`config.mk`:
```
export PLATFORM = sky130hd
export DESIGN_NAME = sram_arbiter_flat
export DESIGN_NICKNAME = d
export VERILOG_FILES = /design/src/rtl/sram_arbiter_pkg.sv /design/src/rtl/sram_arbiter_if.sv /design/src/rtl/sram_arbiter_rr_arb2.sv /design/src/rtl/sram_arbiter.sv /design/src/flat_wrapper.sv
export SDC_FILE = /design/constraint.sdc
export NUM_CORES = 1
export LEC_CHECK = 0
export BUFFER_PORTS_ARGS = -buffer_cell sky130_fd_sc_hd__buf_2
export CORE_AREA = 2 2 121 153
export DETAILED_ROUTE_END_ITERATION = 8
export DIE_AREA = 0 0 123 155
export PLACE_DENSITY = 0.69
export REMOVE_ABC_BUFFERS = 1
export SLEW_MARGIN = 20
export SYNTH_ARGS = -nofsm -noshare
export SYNTH_HDL_FRONTEND = slang
export SYNTH_SLANG_ARGS = --single-unit
```
`constraint.sdc`:
```
create_clock -name clk -period 1.9 [get_ports clk]
set_input_delay 0.095 -clock clk [delete_from_list [all_inputs] [get_ports clk]]
set_output_delay 0.095 -clock clk [all_outputs]
set_load 0.01 [all_outputs]
```
`src/rtl/sram_arbiter_pkg.sv`:
```
`default_nettype none
// ==================================================================
// sram_arbiter_pkg : shared widths and state/owner types, SRAM arbiter
// Rev 1.0
// ==================================================================
package sram_arbiter_pkg;

  localparam int DATA_WIDTH   = 32;
  localparam int ADDR_WIDTH   = 32;
  localparam int NUM_OF_BYTES = DATA_WIDTH / 8;

  typedef enum logic [0:0] {
    IDLE    = 1'b0,
    RD_WAIT = 1'b1
  } state_e;

  // The values double as bit indices into the arbiter's request/grant vectors.
  typedef enum logic [0:0] {
    OWN_IF  = 1'b0,
    OWN_MEM = 1'b1
  } owner_e;

endpackage
`default_nettype wire

```
`src/rtl/sram_arbiter_if.sv`:
```
`default_nettype none
// ==================================================================
// sram_arbiter_if : requester and SRAM-side signal bundle
// Rev 1.0
// ==================================================================
interface sram_arbiter_if #(
  parameter int DATA_WIDTH = sram_arbiter_pkg::DATA_WIDTH,
  parameter int ADDR_WIDTH = sram_arbiter_pkg::ADDR_WIDTH
);

  localparam int NUM_OF_BYTES = DATA_WIDTH / 8;

  logic                    if_req_valid;
  logic                    if_req_ready;
  logic [ADDR_WIDTH-1:0]   if_req_addr;
  logic                    if_rsp_valid;
  logic [DATA_WIDTH-1:0]   if_rsp_data;
  logic                    if_rsp_err;

  logic                    mem_req_valid;
  logic                    mem_req_ready;
  logic                    mem_req_we;
  logic [ADDR_WIDTH-1:0]   mem_req_addr;
  logic [DATA_WIDTH-1:0]   mem_req_wdata;
  logic [NUM_OF_BYTES-1:0] mem_req_wmask;
  logic                    mem_rsp_valid;
  logic [DATA_WIDTH-1:0]   mem_rsp_data;
  logic                    mem_rsp_err;

  logic                    sram_rd_en;
  logic [ADDR_WIDTH-1:0]   sram_rd_addr;
  logic                    sram_rd_valid;
  logic [DATA_WIDTH-1:0]   sram_rd_data;
  logic                    sram_wr_en;
  logic [ADDR_WIDTH-1:0]   sram_wr_addr;
  logic [DATA_WIDTH-1:0]   sram_wr_data;
  logic [NUM_OF_BYTES-1:0] sram_w_mask;

  // Arbiter view
  modport slave (
    input  if_req_valid, if_req_addr,
    input  mem_req_valid, mem_req_we, mem_req_addr, mem_req_wdata, mem_req_wmask,
    input  sram_rd_valid, sram_rd_data,
    output if_req_ready, if_rsp_valid, if_rsp_data, if_rsp_err,
    output mem_req_ready, mem_rsp_valid, mem_rsp_data, mem_rsp_err,
    output sram_rd_en, sram_rd_addr, sram_wr_en, sram_wr_addr, sram_wr_data, sram_w_mask
  );

  // Requesters plus SRAM view
  modport master (
    output if_req_valid, if_req_addr,
    output mem_req_valid, mem_req_we, mem_req_addr, mem_req_wdata, mem_req_wmask,
    output sram_rd_valid, sram_rd_data,
    input  if_req_ready, if_rsp_valid, if_rsp_data, if_rsp_err,
    input  mem_req_ready, mem_rsp_valid, mem_rsp_data, mem_rsp_err,
    input  sram_rd_en, sram_rd_addr, sram_wr_en, sram_wr_addr, sram_wr_data, sram_w_mask
  );

endinterface
`default_nettype wire

```
`src/rtl/sram_arbiter_rr_arb2.sv`:
```
`default_nettype none
// ==================================================================
// rr_arb2 : two-way round-robin arbiter, one-hot grant, pointer flips on grant
// Rev 1.0
// ==================================================================
module rr_arb2
  import sram_arbiter_pkg::*;
(
  input  logic       clk,
  input  logic       rst_n,
  input  logic       en,
  input  logic [1:0] req,
  output logic [1:0] gnt
);

  owner_e r_prio;

  always_comb begin
    gnt = 2'b00;
    if (en) begin
      if (req[OWN_IF] && req[OWN_MEM]) begin
        gnt[r_prio] = 1'b1;
      end else begin
        gnt = req;
      end
    end
  end

  // Priority moves to whichever side was not just served.
  always_ff @(posedge clk or negedge rst_n) begin
    if (!rst_n) begin
      r_prio <= OWN_MEM;
    end else if (gnt[OWN_IF]) begin
      r_prio <= OWN_MEM;
    end else if (gnt[OWN_MEM]) begin
      r_prio <= OWN_IF;
    end
  end

endmodule
`default_nettype wire

```
`src/rtl/sram_arbiter.sv`:
```
`default_nettype none
// ==================================================================
// sram_arbiter : shares one SRAM port between instruction fetch and data memory
// Rev 1.0
// ==================================================================
module sram_arbiter #(
  parameter int DATA_WIDTH     = 32,
  parameter int ADDR_WIDTH     = 32,
  parameter int TIMEOUT_CYCLES = 255
) (
  input  logic          clk,
  input  logic          rst_n,
  sram_arbiter_if.slave bus
);

  import sram_arbiter_pkg::*;

  localparam int CNT_W = $clog2(TIMEOUT_CYCLES + 1);

  state_e                r_state;
  owner_e                r_owner;
  logic [CNT_W-1:0]      r_cnt;

  logic                  w_arb_en;
  logic [1:0]            w_req;
  logic [1:0]            w_gnt;
  logic                  w_gnt_any;
  logic                  w_is_write;
  owner_e                w_gnt_owner;
  logic [ADDR_WIDTH-1:0] w_gnt_addr;
  logic                  w_timeout;
  logic [DATA_WIDTH-1:0] w_rsp_data;

  assign w_arb_en = (r_state == IDLE);
  assign w_req    = {bus.mem_req_valid, bus.if_req_valid};

  rr_arb2 u_rr_arb2 (
    .clk   (clk),
    .rst_n (rst_n),
    .en    (w_arb_en),
    .req   (w_req),
    .gnt   (w_gnt)
  );

  assign bus.if_req_ready  = w_gnt[OWN_IF];
  assign bus.mem_req_ready = w_gnt[OWN_MEM];

  assign w_gnt_any   = |w_gnt;
  assign w_is_write  = w_gnt[OWN_MEM] & bus.mem_req_we;
  assign w_gnt_owner = w_gnt[OWN_MEM] ? OWN_MEM : OWN_IF;
  assign w_gnt_addr  = w_gnt[OWN_MEM] ? bus.mem_req_addr : bus.if_req_addr;

  // Real data wins a tie with the timeout; a timed-out response carries zero data.
  assign w_timeout  = (r_cnt == CNT_W'(TIMEOUT_CYCLES - 1));
  assign w_rsp_data = bus.sram_rd_valid ? bus.sram_rd_data : '0;

  always_ff @(posedge clk or negedge rst_n) begin
    if (!rst_n) begin
      r_state           <= IDLE;
      r_owner           <= OWN_IF;
      r_cnt             <= '0;
      bus.sram_rd_en    <= 1'b0;
      bus.sram_rd_addr  <= '0;
      bus.sram_wr_en    <= 1'b0;
      bus.sram_wr_addr  <= '0;
      bus.sram_wr_data  <= '0;
      bus.sram_w_mask   <= '0;
      bus.if_rsp_valid  <= 1'b0;
      bus.if_rsp_data   <= '0;
      bus.if_rsp_err    <= 1'b0;
      bus.mem_rsp_valid <= 1'b0;
      bus.mem_rsp_data  <= '0;
      bus.mem_rsp_err   <= 1'b0;
    end else begin
      bus.sram_rd_en    <= 1'b0;
      bus.sram_wr_en    <= 1'b0;
      bus.if_rsp_valid  <= 1'b0;
      bus.mem_rsp_valid <= 1'b0;

      case (r_state)
        IDLE: begin
          if (w_gnt_any) begin
            if (w_is_write) begin
              // Writes never leave IDLE, so they can stream every cycle.
              bus.sram_wr_en   <= 1'b1;
              bus.sram_wr_addr <= bus.mem_req_addr;
              bus.sram_wr_data <= bus.mem_req_wdata;
              bus.sram_w_mask  <= bus.mem_req_wmask;
            end else begin
              bus.sram_rd_en   <= 1'b1;
              bus.sram_rd_addr <= w_gnt_addr;
              r_owner          <= w_gnt_owner;
              r_cnt            <= '0;
              r_state          <= RD_WAIT;
            end
          end
        end

        RD_WAIT: begin
          if (bus.sram_rd_valid || w_timeout) begin
            r_state <= IDLE;
            r_cnt   <= '0;
            if (r_owner == OWN_IF) begin
              bus.if_rsp_valid  <= 1'b1;
              bus.if_rsp_data   <= w_rsp_data;
              bus.if_rsp_err    <= ~bus.sram_rd_valid;
            end else begin
              bus.mem_rsp_valid <= 1'b1;
              bus.mem_rsp_data  <= w_rsp_data;
              bus.mem_rsp_err   <= ~bus.sram_rd_valid;
            end
          end else begin
            r_cnt <= r_cnt + CNT_W'(1);
          end
        end

        default: r_state <= IDLE;
      endcase
    end
  end

endmodule
`default_nettype wire

```
`src/flat_wrapper.sv`:
```
// flat-port wrapper written by rule: the top's interface ports become plain ports
module sram_arbiter_flat import sram_arbiter_pkg::*;
#(
  parameter int DATA_WIDTH     = 32,
  parameter int ADDR_WIDTH     = 32,
  parameter int TIMEOUT_CYCLES = 255
)
  (clk, rst_n, bus_if_req_valid, bus_if_req_addr, bus_mem_req_valid, bus_mem_req_we, bus_mem_req_addr, bus_mem_req_wdata, bus_mem_req_wmask, bus_sram_rd_valid, bus_sram_rd_data, bus_if_req_ready, bus_if_rsp_valid, bus_if_rsp_data, bus_if_rsp_err, bus_mem_req_ready, bus_mem_rsp_valid, bus_mem_rsp_data, bus_mem_rsp_err, bus_sram_rd_en, bus_sram_rd_addr, bus_sram_wr_en, bus_sram_wr_addr, bus_sram_wr_data, bus_sram_w_mask);
  sram_arbiter_if #(.DATA_WIDTH(DATA_WIDTH), .ADDR_WIDTH(ADDR_WIDTH)) bus_i ();
  input  logic clk;
  input  logic rst_n;
  input wire logic [$bits(bus_i.if_req_valid)-1:0] bus_if_req_valid;
  input wire logic [$bits(bus_i.if_req_addr)-1:0] bus_if_req_addr;
  input wire logic [$bits(bus_i.mem_req_valid)-1:0] bus_mem_req_valid;
  input wire logic [$bits(bus_i.mem_req_we)-1:0] bus_mem_req_we;
  input wire logic [$bits(bus_i.mem_req_addr)-1:0] bus_mem_req_addr;
  input wire logic [$bits(bus_i.mem_req_wdata)-1:0] bus_mem_req_wdata;
  input wire logic [$bits(bus_i.mem_req_wmask)-1:0] bus_mem_req_wmask;
  input wire logic [$bits(bus_i.sram_rd_valid)-1:0] bus_sram_rd_valid;
  input wire logic [$bits(bus_i.sram_rd_data)-1:0] bus_sram_rd_data;
  output wire logic [$bits(bus_i.if_req_ready)-1:0] bus_if_req_ready;
  output wire logic [$bits(bus_i.if_rsp_valid)-1:0] bus_if_rsp_valid;
  output wire logic [$bits(bus_i.if_rsp_data)-1:0] bus_if_rsp_data;
  output wire logic [$bits(bus_i.if_rsp_err)-1:0] bus_if_rsp_err;
  output wire logic [$bits(bus_i.mem_req_ready)-1:0] bus_mem_req_ready;
  output wire logic [$bits(bus_i.mem_rsp_valid)-1:0] bus_mem_rsp_valid;
  output wire logic [$bits(bus_i.mem_rsp_data)-1:0] bus_mem_rsp_data;
  output wire logic [$bits(bus_i.mem_rsp_err)-1:0] bus_mem_rsp_err;
  output wire logic [$bits(bus_i.sram_rd_en)-1:0] bus_sram_rd_en;
  output wire logic [$bits(bus_i.sram_rd_addr)-1:0] bus_sram_rd_addr;
  output wire logic [$bits(bus_i.sram_wr_en)-1:0] bus_sram_wr_en;
  output wire logic [$bits(bus_i.sram_wr_addr)-1:0] bus_sram_wr_addr;
  output wire logic [$bits(bus_i.sram_wr_data)-1:0] bus_sram_wr_data;
  output wire logic [$bits(bus_i.sram_w_mask)-1:0] bus_sram_w_mask;
  assign bus_i.if_req_valid = bus_if_req_valid;
  assign bus_i.if_req_addr = bus_if_req_addr;
  assign bus_i.mem_req_valid = bus_mem_req_valid;
  assign bus_i.mem_req_we = bus_mem_req_we;
  assign bus_i.mem_req_addr = bus_mem_req_addr;
  assign bus_i.mem_req_wdata = bus_mem_req_wdata;
  assign bus_i.mem_req_wmask = bus_mem_req_wmask;
  assign bus_i.sram_rd_valid = bus_sram_rd_valid;
  assign bus_i.sram_rd_data = bus_sram_rd_data;
  assign bus_if_req_ready = bus_i.if_req_ready;
  assign bus_if_rsp_valid = bus_i.if_rsp_valid;
  assign bus_if_rsp_data = bus_i.if_rsp_data;
  assign bus_if_rsp_err = bus_i.if_rsp_err;
  assign bus_mem_req_ready = bus_i.mem_req_ready;
  assign bus_mem_rsp_valid = bus_i.mem_rsp_valid;
  assign bus_mem_rsp_data = bus_i.mem_rsp_data;
  assign bus_mem_rsp_err = bus_i.mem_rsp_err;
  assign bus_sram_rd_en = bus_i.sram_rd_en;
  assign bus_sram_rd_addr = bus_i.sram_rd_addr;
  assign bus_sram_wr_en = bus_i.sram_wr_en;
  assign bus_sram_wr_addr = bus_i.sram_wr_addr;
  assign bus_sram_wr_data = bus_i.sram_wr_data;
  assign bus_sram_w_mask = bus_i.sram_w_mask;
  sram_arbiter #(.DATA_WIDTH(DATA_WIDTH), .ADDR_WIDTH(ADDR_WIDTH), .TIMEOUT_CYCLES(TIMEOUT_CYCLES)) u_core (.clk(clk), .rst_n(rst_n), .bus(bus_i));
endmodule
```
# ---- Yosys cells after proc, flatten, opt, wreduce, memory -nomap -nowiden
# Index checks and enable logic that the tools add are counted.
dict set report totals {
  ram_bits 0
  latchBits 0
  word_cells 64
  reg_bits 181
  memories 0
  rom_bits 0
}
dict set report op_classes {
  n_addsub 1
  shift 0
  mux 27
  mul 0
  magnitude_cmp 2
  n_bitwise 5
  n_reduce_logical 10
  n_eq_ne 3
  n_div 0
}
# operator count
set op_table {}
lappend op_table {{two-way mux 32 bit} 2}
lappend op_table {{two-way mux 8 bit} 3}
lappend op_table {{two-way mux 1 bit} 17}
lappend op_table {{one-hot mux 8 bit (2 select lines)} 1}
lappend op_table {{AND reduction 3 bit} 4}
lappend op_table {{adder 8 x 1 -> 8 bit, second input constant} 1}
lappend op_table {{== test 8 bit, second input constant} 1}
lappend op_table {{two-way mux 2 bit} 2}
lappend op_table {{NOT 1 bit} 4}
lappend op_table {{logical AND 1 bit} 2}
lappend op_table {{< comparator 1 x 2 -> 1 bit, second input constant} 1}
lappend op_table {{!= test 2 x 1 -> 1 bit, second input constant} 1}
lappend op_table {{!= test 2 bit, second input constant} 1}
lappend op_table {{one-hot mux 1 bit (2 select lines)} 1}
lappend op_table {{AND reduction 2 bit} 1}
lappend op_table {{nonzero test 2 bit} 1}
lappend op_table {{OR reduction 2 bit} 1}
lappend op_table {{AND 1 bit} 1}
lappend op_table {{demux 1 bit (select 1 bit)} 1}
lappend op_table {{>= comparator 1 bit, second input constant} 1}
lappend op_table {{logical OR 1 bit} 1}

# ---- Logic depth before layout (Yosys ltp)
dict set report logic_depth {
  ltp_word 10
  mapped_depth 7
  ltp_nobuf 6
}

# ---- Cells and area by module
# A second synthesis with hierarchy kept.
dict set report unflattened {
  hier_cells 504
  hier_area_um2 7093.1
}
# mod seq_area_each_um2 n_inst area_per_inst_um2 cells_per_inst
set by_module_without_submodules {}
lappend by_module_without_submodules {sram_arbiter 4504.3 1 7030.5 496}
lappend by_module_without_submodules {rr_arb2 26.3 1 62.6 8}

# ---- Worst setup path after synthesis
# No wires, ideal clock.
dict set report synth_timing {
  path_kind {register -> register}
  from {reg u_core.u_rr_arb2.r_prio}
  to {reg u_core.bus.sram_wr_data[13]}
  synth_period_minus_slack_ps 1630
  arrival_time_ps 1502
  path_slack_ps 270
  n_path_buf 2
  required_ps 1772
  stages_incl_launch_ff 8
  cell_sequence {dfstp_2 nand2b_1 nand3b_1 inv_2 nand2_2 buf_6 buf_4 mux2_1}
}
dict set report synth_between {
  elab_chain_cells 8
  word_cells_on_any_way 10
}
# item line_no
set synth_lines {}
lappend synth_lines {{start, declared} sram_arbiter_rr_arb2.sv:16} ;# owner_e r_prio;
lappend synth_lines {{start signal, assigned} sram_arbiter_rr_arb2.sv:32} ;# r_prio <= OWN_MEM;
lappend synth_lines {{start signal, assigned} sram_arbiter_rr_arb2.sv:34} ;# r_prio <= OWN_MEM;
lappend synth_lines {{start signal, assigned} sram_arbiter_rr_arb2.sv:36} ;# r_prio <= OWN_IF;
lappend synth_lines {{< comparator 1 x 2 -> 1 bit (implied by the code) or >= comparator 1 bit (tied branches)} sram_arbiter_rr_arb2.sv:22} ;# gnt[r_prio] = 1'b1;
lappend synth_lines {{logical AND 1 bit (implied by the code)} sram_arbiter_rr_arb2.sv:22}
lappend synth_lines {{two-way mux 1 bit (implied by the code)} sram_arbiter_rr_arb2.sv:22}
lappend synth_lines {{demux 1 bit (select 1 bit) (*)} sram_arbiter_rr_arb2.sv:22}
lappend synth_lines {{two-way mux 2 bit (*)} sram_arbiter_rr_arb2.sv:21} ;# if (req[OWN_IF] && req[OWN_MEM]) begin
lappend synth_lines {{two-way mux 2 bit (*)} sram_arbiter_rr_arb2.sv:20} ;# if (en) begin
lappend synth_lines {{AND 1 bit or OR reduction 2 bit (tied branches)} {sram_arbiter.sv:49, sram_arbiter.sv:48}}
lappend synth_lines {{AND reduction 3 bit (no source line) (*)} n/a}
lappend synth_lines {{end signal, assigned} sram_arbiter.sv:87} ;# bus.sram_wr_data <= bus.mem_req_wdata;
lappend synth_lines {{end, declared} sram_arbiter_if.sv:46} ;# output sram_rd_en, sram_rd_addr, sram_wr_en, sram_wr_addr, sram_wr_data, sram_w_mask
# Every way passes the cells marked *; elsewhere a longest branch is shown, timed or not.
# A chain may end at the register's enable or synchronous reset.

# ---- Worst setup path in the final report
dict set report layout_timing {
  from {reg u_core.u_rr_arb2.r_prio}
  to {out bus_mem_req_ready}
}
dict set report layout_between {
  elab_chain_cells 6
  word_cells_on_any_way 7
}
# item line_no
set layout_lines {}
lappend layout_lines {{< comparator 1 x 2 -> 1 bit (implied by the code) or >= comparator 1 bit (tied branches)} sram_arbiter_rr_arb2.sv:22}
lappend layout_lines {{logical AND 1 bit (implied by the code)} sram_arbiter_rr_arb2.sv:22}
lappend layout_lines {{two-way mux 1 bit (implied by the code)} sram_arbiter_rr_arb2.sv:22}
lappend layout_lines {{demux 1 bit (select 1 bit) (*)} sram_arbiter_rr_arb2.sv:22}
lappend layout_lines {{two-way mux 2 bit (*)} sram_arbiter_rr_arb2.sv:21}
lappend layout_lines {{two-way mux 2 bit (*)} sram_arbiter_rr_arb2.sv:20}
lappend layout_lines {{end, declared} flat_wrapper.sv:25} ;# output wire logic [$bits(bus_i.mem_req_ready)-1:0] bus_mem_req_ready;
# Marked as above.

==> results.cfg <==
[sta]
slew_violations = 0
period_minus_slack_ps = 1810
worst_clock_skew_ps = 10.9
max_freq_ghz = 0.553
slew_headroom_pct = 68.6
holdWs_ps = 25.5
rsz0062_at_grt = no
tightest_slew_ps = 471
setup_viol = 0
hold_viol = 0
fin_crit_sh_pct = 95.2

[synth]
synth_warnings = 0
synth-async-reset-ratio_pct = 100
synthCells = 531
synth_area_mm2 = 0.00696
synth_flop_cell = dfrtp_1
ys_types = 38
yosysTopAreaCellShare_pct = 64.7
syn_area_per_cell_um2 = 13.1
netlist_top_cells_area = dfrtp_1, mux2_2, a22o_1
synth-seq-cells = 181
synth_edf_count = 0
yosysSeqAreaShare_pct = 65.1
synth_top_area_cell = dfrtp_1

[critical_path]
critPathMaxStageDelay_ps = 570
critPathKind = reg2out
crit_path_max_fanout = 17
crit_chain = nand2b_1 -> nand3b_1 -> inv_2 -> buf_12 -> buf_2
cpMaxStageDelayCell = dfstp_2
end_kind = output pin
cp.arrival_ps = 1710
cp.required_ps = 1800
start_kind = register

[run_status]
outcome = complete, no violations

[cts]
clkSinkCount = 181
insertion_delay_ps = 420
cts_tree = built
h-tree-depth = 4
clkTransAtPathRegs_ps = 70
cts_buffers = 17
cts_buffer_depth = 2
root_buffer = clkbuf_16

[floorplanning]
die_w_um = 123
core_mm2 = 0.0178
start_util_pct = 39.2
die_y_um = 155
die_area_mm2 = 0.0191
top_level_ports = 310
num_rows = 55

[power_and_ir_drop]
ir_worst_vdd_v = 0.000773
p_per_area_mw_per_mm2 = 1480
total_power_mw = 16.1
power.leakage_nw = 5.39

[cells_and_area]
nets = 1120
drive_above_1_share_pct = 43.1
synthToLayoutAreaGrowth_pct = 55.8
diodes = 0
final_common_cell = buf_2
final_cell_mix = buf_2, dfrtp_1, dlygate4sd3_1
fin_util_pct = 61.1
nFillCells = 1365
final_area_mm2 = 0.0108

[place]
placed_area_mm2 = 0.00886
place_congestion = 0.774
io_buffer_count = 309
dpl.hpwl_mm = 13.5

[route]
drt.antenna.violating_nets = 0
drc_errors = 0
wl_per_cell_um = 17.4
wirelength_mm = 21.2
drt-initial-drc-count = 285
vias = 6134
vias_per_cell = 5.02
dr.pass1.iters = 4

[global_routing]
grt_pass1_vias = 6366
grt_first_pass_wirelength_mm = 32.9
track_usage_pct = 22.3
grt_max_degree = 50
antenna_found_initial = 0
overflow = 0

[worst_hold_path]
hp-class = in2reg

[flow_run]
cap_violations = 0
==> metrics by stage <==
stage / std cells / setup WS [ps] / setup TNS, ps
after floorplan: 497 / -1250 / -91340
after global placement: 1052 / 256 / 0
after detailed placement: 1052 / 224 / 0
after CTS: 1219 / 48.8 / 0
after global routing: 1221 / 6.10 / 0
final: 1221 / 92.0 / 0
==> flip-flops by register name, summed over array words and instances, names as in the netlist, 4 cells and up <==
| register | cells |
|---|---|
| u_core.bus.sram_rd_addr | 32 |
| u_core.bus.mem_rsp_data | 32 |
| u_core.bus.sram_wr_data | 32 |
| u_core.bus.sram_w_mask | 4 |
| u_core.bus.sram_wr_addr | 32 |
| u_core.r_cnt | 8 |
| u_core.bus.if_rsp_data | 32 |
==> metal layers <==
metal	GRT usage, %	up-vias	wire length (µm)
met3	6.85	40	1690
met1	25.5	2986	8270
li1	-	2805	-
met4	9.58	0	645
met5	0	-	0
met2	38.4	303	10600
==> cells in the mapped netlist, drive strengths merged, types with 2 or more instances <==
master / count
dfrtp: 180
mux2: 68
a22o: 64
nand2: 60
nor2: 37
a31oi: 29
buf: 20
clkbuf: 14
and3: 7
inv: 7
a21oi: 5
o21ai: 5
a221o: 4
or3: 4
nand3: 3
o31ai: 3
xor2: 3
ha: 2
nand2b: 2
o21bai: 2
==> cells by family after synthesis <==
group / count (synthesis) / share of synthesized area (%)
XOR/XNOR: 3 / 0.378
AND/OR/NAND/NOR: 119 / 7.26
flip-flops: 181 / 65.1
multiplexers: 69 / 11.1
buffers and inverters: 41 / 2.70
AO/OA/AOI/OAI: 116 / 13.1
adder cells (fa/ha/maj): 2 / 0.360
==> power by group <==
group          internal, mW  switching (mW)  total (mW)
combinational          3.01            3.07        6.07
sequential             5.62           0.973        6.60
clock                  1.78            1.66        3.44
total                  10.4            5.70        16.1
==> repair_timing <==
action | CTS | global route
endpoints found under the hold margin | 213 | 0
cloned | 0 | 1
setup endpoints to repair | 2 | 1
gates resized for setup | 4 | 0
setup buffers | 0 | 1
hold buffers | 135 | 0
==> worst max-delay path: cells and delay by family, from the launching register on <==
kind,cells,cell delay [ps]
and+or+nand+nor,2,230
DFF,1,570
buffers and inverters,3,460
==> final timing paths <==
check | cells after the start | end | start | slack (ps)
max | 5 | bus_mem_req_ready | u_core.u_rr_arb2.r_prio | 90
min | 4 | u_core.u_rr_arb2.r_prio | bus_mem_req_valid | 30
max reg2reg | 6 | u_core.bus.sram_wr_addr[18] | u_core.u_rr_arb2.r_prio | 130
min reg2reg | 1 | u_core.bus.sram_wr_data[20] | u_core.bus.sram_wr_data[20] | 490
max in group asynchronous | 3 | u_core.bus.sram_wr_data[14] | rst_n | 1030
min in group asynchronous | 2 | u_core.bus.mem_rsp_data[15] | rst_n | 180
==> layout make-up <==
type	count	area [µm²]	area share [%]
Clock inverter	14	143	1.32
Timing Repair Buffer	464	3170	29.2
Tap cell	228	285	2.63
Multi-Input combinational cell	309	2250	20.7
Clock buffer	18	439	4.05
Inverter	7	26.3	0.242
Sequential cell	181	4530	41.8
Power figures use the tool's default switching activity.
